**src/rtl/proc_ctrl_pkg.sv**
```systemverilog
// rtl/proc_ctrl_pkg.sv - state, opcode and ALU select definitions for proc_controller
package proc_ctrl_pkg;

  typedef enum logic [3:0] {
    S_INIT   = 4'd0,
    S_FETCH  = 4'd1,
    S_DECODE = 4'd2,
    S_NOOP   = 4'd3,
    S_LOAD_A = 4'd4,
    S_LOAD_B = 4'd5,
    S_STORE  = 4'd6,
    S_ADD    = 4'd7,
    S_SUB    = 4'd8,
    S_HALT   = 4'd9
  } state_t;

  localparam logic [3:0] OP_NOOP  = 4'h0;
  localparam logic [3:0] OP_STORE = 4'h1;
  localparam logic [3:0] OP_LOAD  = 4'h2;
  localparam logic [3:0] OP_ADD   = 4'h3;
  localparam logic [3:0] OP_SUB   = 4'h4;
  localparam logic [3:0] OP_HALT  = 4'h5;

  localparam logic [2:0] ALU_PASS = 3'b000;
  localparam logic [2:0] ALU_ADD  = 3'b001;
  localparam logic [2:0] ALU_SUB  = 3'b010;

endpackage

```
**src/rtl/instr_decode.sv**
```systemverilog
// rtl/instr_decode.sv - combinational field extraction from the 16-bit instruction word
module instr_decode (
  input  logic [15:0] ir,
  output logic [3:0]  opcode,
  output logic [3:0]  ra,
  output logic [3:0]  rb,
  output logic [3:0]  rc,
  output logic [7:0]  daddr
);

  assign opcode = ir[15:12];
  assign ra     = ir[11:8];
  assign rb     = ir[7:4];
  assign rc     = ir[3:0];
  assign daddr  = ir[11:4];

endmodule

```
**src/rtl/proc_controller.sv**
```systemverilog
// rtl/proc_controller.sv - Moore control FSM for a simple load/store datapath
// Optional feature macro: CTRL_ILLEGAL_HALT_EN (undefined opcodes halt and raise Err).
module proc_controller (
  input  logic        Clk,
  input  logic        Reset_n,
  input  logic [15:0] IR,
  output logic        PC_clr,
  output logic        PC_up,
  output logic        IR_ld,
  output logic [7:0]  D_addr,
  output logic        D_wr,
  output logic        RF_s,
  output logic        RF_W_en,
  output logic [3:0]  RF_W_addr,
  output logic [3:0]  RF_Ra_addr,
  output logic [3:0]  RF_Rb_addr,
  output logic [2:0]  ALU_s,
  output logic        Halted,
  output logic        Err,
  output logic [3:0]  State
);
  import proc_ctrl_pkg::*;

`ifdef CTRL_ILLEGAL_HALT_EN
  localparam state_t ILLEGAL_NEXT = S_HALT;
`else
  localparam state_t ILLEGAL_NEXT = S_NOOP;
`endif

  state_t      state, next;
  logic        armed;
  logic [3:0]  opcode, ra, rb, rc;
  logic [7:0]  daddr;
  logic [3:0]  ra_q, rb_q, rc_q;
  logic [7:0]  daddr_q;

  instr_decode u_decode (
    .ir     (IR),
    .opcode (opcode),
    .ra     (ra),
    .rb     (rb),
    .rc     (rc),
    .daddr  (daddr)
  );

  // armed keeps INIT silent while reset is held, so PC_clr pulses only after release.
  always_ff @(posedge Clk or negedge Reset_n) begin
    if (!Reset_n) begin
      state   <= S_INIT;
      armed   <= 1'b0;
      ra_q    <= '0;
      rb_q    <= '0;
      rc_q    <= '0;
      daddr_q <= '0;
    end else begin
      state <= next;
      armed <= 1'b1;
      if (state == S_DECODE) begin
        ra_q    <= ra;
        rb_q    <= rb;
        rc_q    <= rc;
        daddr_q <= daddr;
      end
    end
  end

`ifdef CTRL_ILLEGAL_HALT_EN
  logic err_q;
  always_ff @(posedge Clk or negedge Reset_n) begin
    if (!Reset_n)
      err_q <= 1'b0;
    else if (state == S_DECODE && opcode > OP_HALT)
      err_q <= 1'b1;
  end
  assign Err = err_q;
`else
  assign Err = 1'b0;
`endif

  always_comb begin
    next = state;
    case (state)
      S_INIT:   if (armed) next = S_FETCH;
      S_FETCH:  next = S_DECODE;
      S_DECODE: begin
        case (opcode)
          OP_NOOP:  next = S_NOOP;
          OP_STORE: next = S_STORE;
          OP_LOAD:  next = S_LOAD_A;
          OP_ADD:   next = S_ADD;
          OP_SUB:   next = S_SUB;
          OP_HALT:  next = S_HALT;
          default:  next = ILLEGAL_NEXT;
        endcase
      end
      S_LOAD_A: next = S_LOAD_B;
      S_NOOP, S_LOAD_B, S_STORE, S_ADD, S_SUB: next = S_FETCH;
      S_HALT:   next = S_HALT;
      default:  next = S_INIT;
    endcase
  end

  always_comb begin
    PC_clr     = 1'b0;
    PC_up      = 1'b0;
    IR_ld      = 1'b0;
    D_addr     = '0;
    D_wr       = 1'b0;
    RF_s       = 1'b0;
    RF_W_en    = 1'b0;
    RF_W_addr  = '0;
    RF_Ra_addr = '0;
    RF_Rb_addr = '0;
    ALU_s      = ALU_PASS;
    Halted     = 1'b0;
    case (state)
      S_INIT:  PC_clr = armed;
      S_FETCH: begin
        IR_ld = 1'b1;
        PC_up = 1'b1;
      end
      S_LOAD_A: begin
        D_addr = daddr_q;
        RF_s   = 1'b1;
      end
      S_LOAD_B: begin
        D_addr    = daddr_q;
        RF_s      = 1'b1;
        RF_W_en   = 1'b1;
        RF_W_addr = rc_q;
      end
      S_STORE: begin
        D_addr     = daddr_q;
        RF_Ra_addr = ra_q;
        D_wr       = 1'b1;
      end
      S_ADD, S_SUB: begin
        RF_Ra_addr = ra_q;
        RF_Rb_addr = rb_q;
        RF_W_addr  = rc_q;
        RF_W_en    = 1'b1;
        ALU_s      = (state == S_ADD) ? ALU_ADD : ALU_SUB;
      end
      S_HALT:  Halted = 1'b1;
      default: ;
    endcase
  end

  assign State = state;

endmodule

```
**config.mk**
```make
export PLATFORM = sky130hd
export DESIGN_NAME = proc_controller
export DESIGN_NICKNAME = d
export VERILOG_FILES = /design/src/rtl/proc_ctrl_pkg.sv /design/src/rtl/instr_decode.sv /design/src/rtl/proc_controller.sv
export SDC_FILE = /design/constraint.sdc
export NUM_CORES = 1
export LEC_CHECK = 0
export ABC_AREA = 0
export CAP_MARGIN = 20
export CORE_MARGIN = 8
export CORE_UTILIZATION = 30
export CTS_CLUSTER_DIAMETER = 60
export DETAILED_ROUTE_END_ITERATION = 8
export PLACE_DENSITY = 0.62
export SYNTH_ARGS = -nofsm -noshare
export SYNTH_HDL_FRONTEND = slang
export SYNTH_SLANG_ARGS = --single-unit
```
**constraint.sdc**
```tcl
create_clock -name Clk -period 2.6 [get_ports Clk]
set_input_delay 0.65 -clock Clk [delete_from_list [all_inputs] [get_ports Clk]]
set_output_delay 0.65 -clock Clk [all_outputs]
set_load 0.02 [all_outputs]
```
==> results of run 1 <==
[sequential cells by signal, summed over array words and instances (netlist names)]
register  cells
daddr_q       1
State         4
rc_q          4
ra_q          4
armed         1
rb_q          3
[routing by layer]
layer / up-vias / global-route usage
met2: 29 / 0.177
met5: - / 0
met1: 417 / 0.108
met3: 2 / 0.0396
met4: 0 / 0.0333
li1: 419 / -
[metrics by stage]
step           worst slack, ps  cells  power (W)
5_1_grt                   12.7    192    0.00135
6_report                   119    192    0.00126
3_3_place_gp               274    188    0.00115
4_1_cts                   8.65    192    0.00129
3_5_place_dp               250    188    0.00117
2_1_floorplan              326     94   0.000900
[final cells by class]
type                       count  area (sq um)  area share
sequential                    17           425       0.272
clock buffer                   3          22.5      0.0144
inverter                       1          3.75     0.00240
clock inverter                 1          7.51     0.00481
tap                           46          57.6      0.0369
timing repair buffer          56           524       0.336
multi-input combinational     68           520       0.333
[cells by family after synthesis]
family | count (synthesis)
xor+xnor | 1
simple gates | 39
compound gates | 13
buf+inv | 9
flops | 17
other cells | 2
mux | 12
[worst min-delay path by stage]
stage / end / slack, ps / cells after the start
detailed placement: rc_q[2] / 490 / 1
global route: rc_q[3] / 540 / 1
finish: rc_q[2] / 510 / 1
CTS: rc_q[2] / 520 / 1
global placement: rc_q[2] / 480 / 1
floorplan: State[0] / 350 / 0
[report_power, final]
group / switching, W / internal (W)
sequential: 0.0000739 / 0.000383
combinational: 0.000321 / 0.000329
clock: 0.0000913 / 0.0000586
total: 0.000486 / 0.000771
[synth_stat cells, types with 2 or more instances]
library cell | instances | area [sq um]
buf_2 | 3 | 15.0
conb_1 | 2 | 7.51
dfrtp_1 | 17 | 425
buf_4 | 3 | 22.5
o21ai_0 | 3 | 15.0
nor2_1 | 4 | 15.0
mux2_2 | 12 | 135
nor4b_1 | 2 | 17.5
and2_1 | 21 | 131
nor3b_1 | 2 | 15.0
nand2b_1 | 3 | 18.8
a21o_1 | 4 | 30.0
and3_1 | 2 | 12.5
[repair_timing]
item | in CTS | in global routing
pin swaps | 0 | 0
setup buffers | 0 | 0
hold buffers | 0 | 0
gates resized for setup | 23 | 3
setup endpoints to repair | 23 | 3
[worst max-delay path, stage by stage, from the launching register on]
cell and delay (ps):
dfrtp_1 440, nor2b_1 300, and3_1 190, clkdlybuf4s50_1 610
[layout by cell type (no fill, tap or decap)]
cell	instances
clkdlybuf4s50_1	24
dlygate4sd2_1	23
and2_1	21
dfrtp_1	17
mux2_2	12
buf_4	6
nor2_1	4
a21o_1	4
nand2b_1	3
o21ai_0	3
conb_1	3
clkbuf_4	3
dlymetal6s2s_1	3
and3_1	2
nor3b_1	2
nor4b_1	2
nor2b_1	1
nor3_1	1
a21oi_1	1
nor4b_4	1
a31o_2	1
inv_1	1
nor4b_2	1
o21ai_1	1
a211oi_1	1
nor3_4	1
xor2_1	1
o211ai_1	1
o211a_1	1
clkinvlp_4	1
==> flow_metrics.py, run 1 <==
metrics = {
    "run_status": {
        "outcome": "finished, final reports clean",
    },
    "global_route": {
        "grt_pass1_vias": 852,
        "antenna_found_initial": 0,
        "grt_pass1_wl_mm": 4.26,
        "gr-total-overflow": 0,
        "gr-usage-all-layers": 0.101,
        "grt_max_degree": 18,
    },
    "yosys": {
        "synth_top_family_by_area": "simple AND/OR/NAND/NOR gates",
        "synthArstFlopShare": 1.00,
        "synth_compound_area_frac": 0.0890,
        "synth_cell_types": 28,
        "syn-cell-area_sq_um": 998,
        "ys.flop_type": "dfrtp_1",
        "synthSimpleGateAreaFrac": 0.277,
        "ys_seq_area_frac": 0.426,
        "yosysWarnings": 0,
        "synth_edf_count": 0,
        "synthAdderAreaFrac": 0,
        "synth_mux_area_frac": 0.135,
        "syn_area_per_cell_sq_um": 10.7,
        "synth-seq-cells": 17,
        "netlist_instances": 93,
        "synth_xor_area_frac": 0.00877,
    },
    "sta": {
        "fin_crit_sh": 0.954,
        "relSlewSlack": 0.544,
        "rsz0062_at_grt": "no",
        "timing.final.crit_period_ps": 2480,
        "fmax_ghz": 0.403,
        "final-setup-viol-count": 0,
        "worst_pin_slew_ps": 681,
        "skew_ps": 5.58,
        "drv_slew": 0,
        "hold-worst-slack_ps": 514,
        "fin_tns_setup_ps": 0,
        "hold_viol": 0,
    },
    "critical_path": {
        "crit_arrival_ps": 1830,
        "endpoint_kind": "primary output",
        "cp-endpoint": "ALU_s[0]",
        "path_max_fanout": 4,
        "worstPathRequired_ps": 1950,
        "timing.rr.start": "State[0]",
        "worst_r2r_endpoint": "rc_q[3]",
        "crit_type": "register to primary output",
        "rrSetupSlack_ps": 740,
        "startpoint": "State[2]",
        "cp-start-kind": "register",
        "reg2regPathDepth": 4,
    },
    "finish": {
        "n_antenna_cell": 0,
        "n_fill_cell": 362,
        "design_area_sq_um": 1560,
        "synthToLayoutAreaGrowth_pct": 56.4,
        "drive_gt1_frac": 0.178,
        "nets": 165,
        "fin_util": 0.479,
    },
    "detailed_routing": {
        "wirelength_mm": 2.73,
        "drc": 0,
        "via_per_inst": 4.52,
        "drt-met1-wl_mm": 1.11,
        "wl_met2_mm": 1.40,
        "wl_per_cell_um": 14.2,
        "wl_met3_um": 199,
        "ant_nets": 0,
        "drtIter0Drc": 46,
        "dr.max_layer_used": "met4",
        "firstDrtPassIters": 4,
        "vias": 867,
    },
    "placed_design": {
        "gp_congestion": 0.718,
        "placed_cell_area_sq_um": 1550,
        "hpwl_mm": 2.21,
        "port_buffers": 50,
    },
    "floorplanning": {
        "start_util": 0.306,
        "die_x_um": 73.7,
        "die_area_sq_um": 5430,
        "die_height_um": 73.7,
        "coreArea_sq_um": 3260,
        "io_pins": 53,
        "rows": 21,
    },
    "clocking": {
        "cts_max_level": 1,
        "cts_root_buf": "clkbuf_4",
        "cts_sinks": 17,
        "clock_latency_ps": 300,
        "cts_tree": "built",
        "clockBufferDepth": 2,
        "clk_pin_slew_worst_paths_ps": 110,
        "cts_buffers": 3,
    },
    "job": {
        "cap_viol_max_count": 0,
    },
    "min_path": {
        "min_path_type": "register to register",
        "hold_path_startpoint": "rc_q[2]",
    },
    "pwr": {
        "peakVddDrop_mv": 0.354,
        "leakage_nw": 0.812,
        "p_per_area_nw_per_um2": 805,
    },
}
Note: power is estimated with default switching activity, not from simulation.
==> run 2: changes to the inputs <==
Settings changed: SKIP_CTS_REPAIR_TIMING from default to 1.
==> run 2 against run 1 <==
  * Utilization increased by 3.0 points
  * Cell count increased by 0.52%
  * Worst hold slack about the same
  * Critical endpoint is now ALU_s[1]
  * Largest cell class unchanged
  * Largest power group unchanged
==> flow_metrics.py, run 2 (synthesized netlist as in run 1, its figures left out) <==
metrics = {
    "critical_path": {
        "cp-start-kind": "register",
        "timing.rr.start": "State[0]",
        "worstPathRequired_ps": 1950,
        "rrSetupSlack_ps": 740,
        "crit_arrival_ps": 1760,
        "reg2regPathDepth": 4,
        "worst_r2r_endpoint": "rc_q[2]",
        "crit_type": "register to primary output",
        "startpoint": "State[0]",
        "path_max_fanout": 4,
        "endpoint_kind": "primary output",
    },
    "sta": {
        "timing.final.crit_period_ps": 2410,
        "worst_pin_slew_ps": 682,
        "skew_ps": 3.87,
        "fin_crit_sh": 0.927,
        "rsz0062_at_grt": "no",
        "hold_viol": 0,
        "drv_slew": 0,
        "final-setup-viol-count": 0,
        "fmax_ghz": 0.415,
        "relSlewSlack": 0.544,
        "fin_tns_setup_ps": 0,
    },
    "detailed_routing": {
        "via_per_inst": 4.48,
        "vias": 864,
        "wirelength_mm": 2.84,
        "firstDrtPassIters": 4,
        "drc": 0,
        "drtIter0Drc": 51,
        "ant_nets": 0,
        "wl_per_cell_um": 14.7,
    },
    "finish": {
        "synthToLayoutAreaGrowth_pct": 66.0,
        "n_fill_cell": 346,
        "nets": 166,
        "final_common_cell": "dlymetal6s2s_1",
        "n_antenna_cell": 0,
        "regArea_sq_um": 425,
        "drive_gt1_frac": 0.190,
        "final_cell_mix": "dlymetal6s2s_1, clkdlybuf4s50_1, and2_1",
        "design_area_sq_um": 1660,
        "multi_input_area_sq_um": 523,
    },
    "min_path": {
        "min_path_type": "register to register",
        "hold_end": "rc_q[2]",
        "hold_path_startpoint": "rc_q[2]",
        "min_path_cells": 1,
    },
    "clocking": {
        "clockBufferDepth": 2,
        "cts_buffers": 3,
        "cts_root_buf": "clkbuf_4",
        "cts_sinks": 17,
        "clk_pin_slew_worst_paths_ps": 110,
        "clock_latency_ps": 300,
        "cts_tree": "built",
        "cts_max_level": 1,
    },
    "global_route": {
        "gr-usage-all-layers": 0.102,
        "grt_max_degree": 18,
        "grt_pass1_wl_mm": 4.27,
        "antenna_found_initial": 0,
        "gr-total-overflow": 0,
        "grt_pass1_vias": 850,
    },
    "pwr": {
        "switching_share": 0.381,
        "power_frac_clock": 0.117,
        "leakage_nw": 1.13,
        "switching_power_w": 0.000490,
        "peakVddDrop_mv": 0.354,
        "p_int_w": 0.000797,
        "p_seq_frac": 0.356,
        "power_w": 0.00129,
        "p_per_area_nw_per_um2": 776,
        "power_frac_comb": 0.527,
    },
    "placed_design": {
        "hpwl_mm": 2.21,
        "port_buffers": 50,
        "gp_congestion": 0.718,
        "placed_cell_area_sq_um": 1550,
    },
    "floorplanning": {
        "io_pins": 53,
        "rows": 21,
        "die_height_um": 73.7,
        "die_area_sq_um": 5430,
        "coreArea_sq_um": 3260,
        "die_x_um": 73.7,
        "start_util": 0.306,
    },
    "run_status": {
        "outcome": "finished, final reports clean",
    },
    "job": {
        "cap_viol_max_count": 0,
    },
}
==> run 2: changes by cell type in the layout (fill, tap and decap cells not counted) <==
| cell | before | now |
|---|---|---|
| buf_4 | 6 | 7 |
| nor2b_2 | 0 | 1 |
| nor2b_1 | 1 | 0 |
| dlygate4sd2_1 | 23 | 0 |
| dlymetal6s2s_1 | 3 | 26 |
==> run 2: metal layers <==
| metal | routed length (um) | vias up | track usage |
|---|---|---|---|
| met5 | 0 | - | 0 |
| met2 | 1460 | 29 | 0.176 |
| li1 | - | 419 | - |
| met1 | 1170 | 414 | 0.108 |
| met4 | 21 | 0 | 0.0333 |
| met3 | 196 | 2 | 0.0423 |
==> run 2: worst max-delay path by stage <==
stage	end	slack, ps
2_1_floorplan	RF_W_addr[0]	330
3_3_place_gp	RF_W_addr[0]	270
3_5_place_dp	RF_W_addr[1]	250
4_1_cts	RF_W_addr[1]	-110
5_1_grt	RF_Ra_addr[3]	70
6_report	ALU_s[1]	190
==> run 2: worst max-delay path, cell delays in order (launching register included) <==
cell             delay, ps
dfrtp_1                420
nor4b_4                360
clkdlybuf4s50_1        680
==> run 2: power by group through the flow <==
stage | combinational [W] | sequential [W] | clock (W)
floorplan | 0.000430 | 0.000469 | 0
global placement | 0.000688 | 0.000460 | 0
detailed placement | 0.000699 | 0.000467 | 0
CTS | 0.000700 | 0.000462 | 0.000160
global route | 0.000733 | 0.000478 | 0.000172
finish | 0.000678 | 0.000458 | 0.000151
==> run 2: area by class of cell <==
class                           count  area share
Clock inverter                      1     0.00453
Sequential cell                    17       0.257
Tap cell                           46      0.0347
Inverter                            1     0.00226
Multi-Input combinational cell     68       0.315
Timing Repair Buffer               57       0.373
Clock buffer                        3      0.0136
==> run 2: per-stage QoR <==
step	util	std cells	setup slack [ps]	hold slack, ps
floorplan	-	94	326	354
detailed placement	0.477	188	250	491
global placement	0.477	188	274	484
global route	0.509	193	72.5	539
finish	0.509	193	189	514
CTS	0.486	192	-107	518
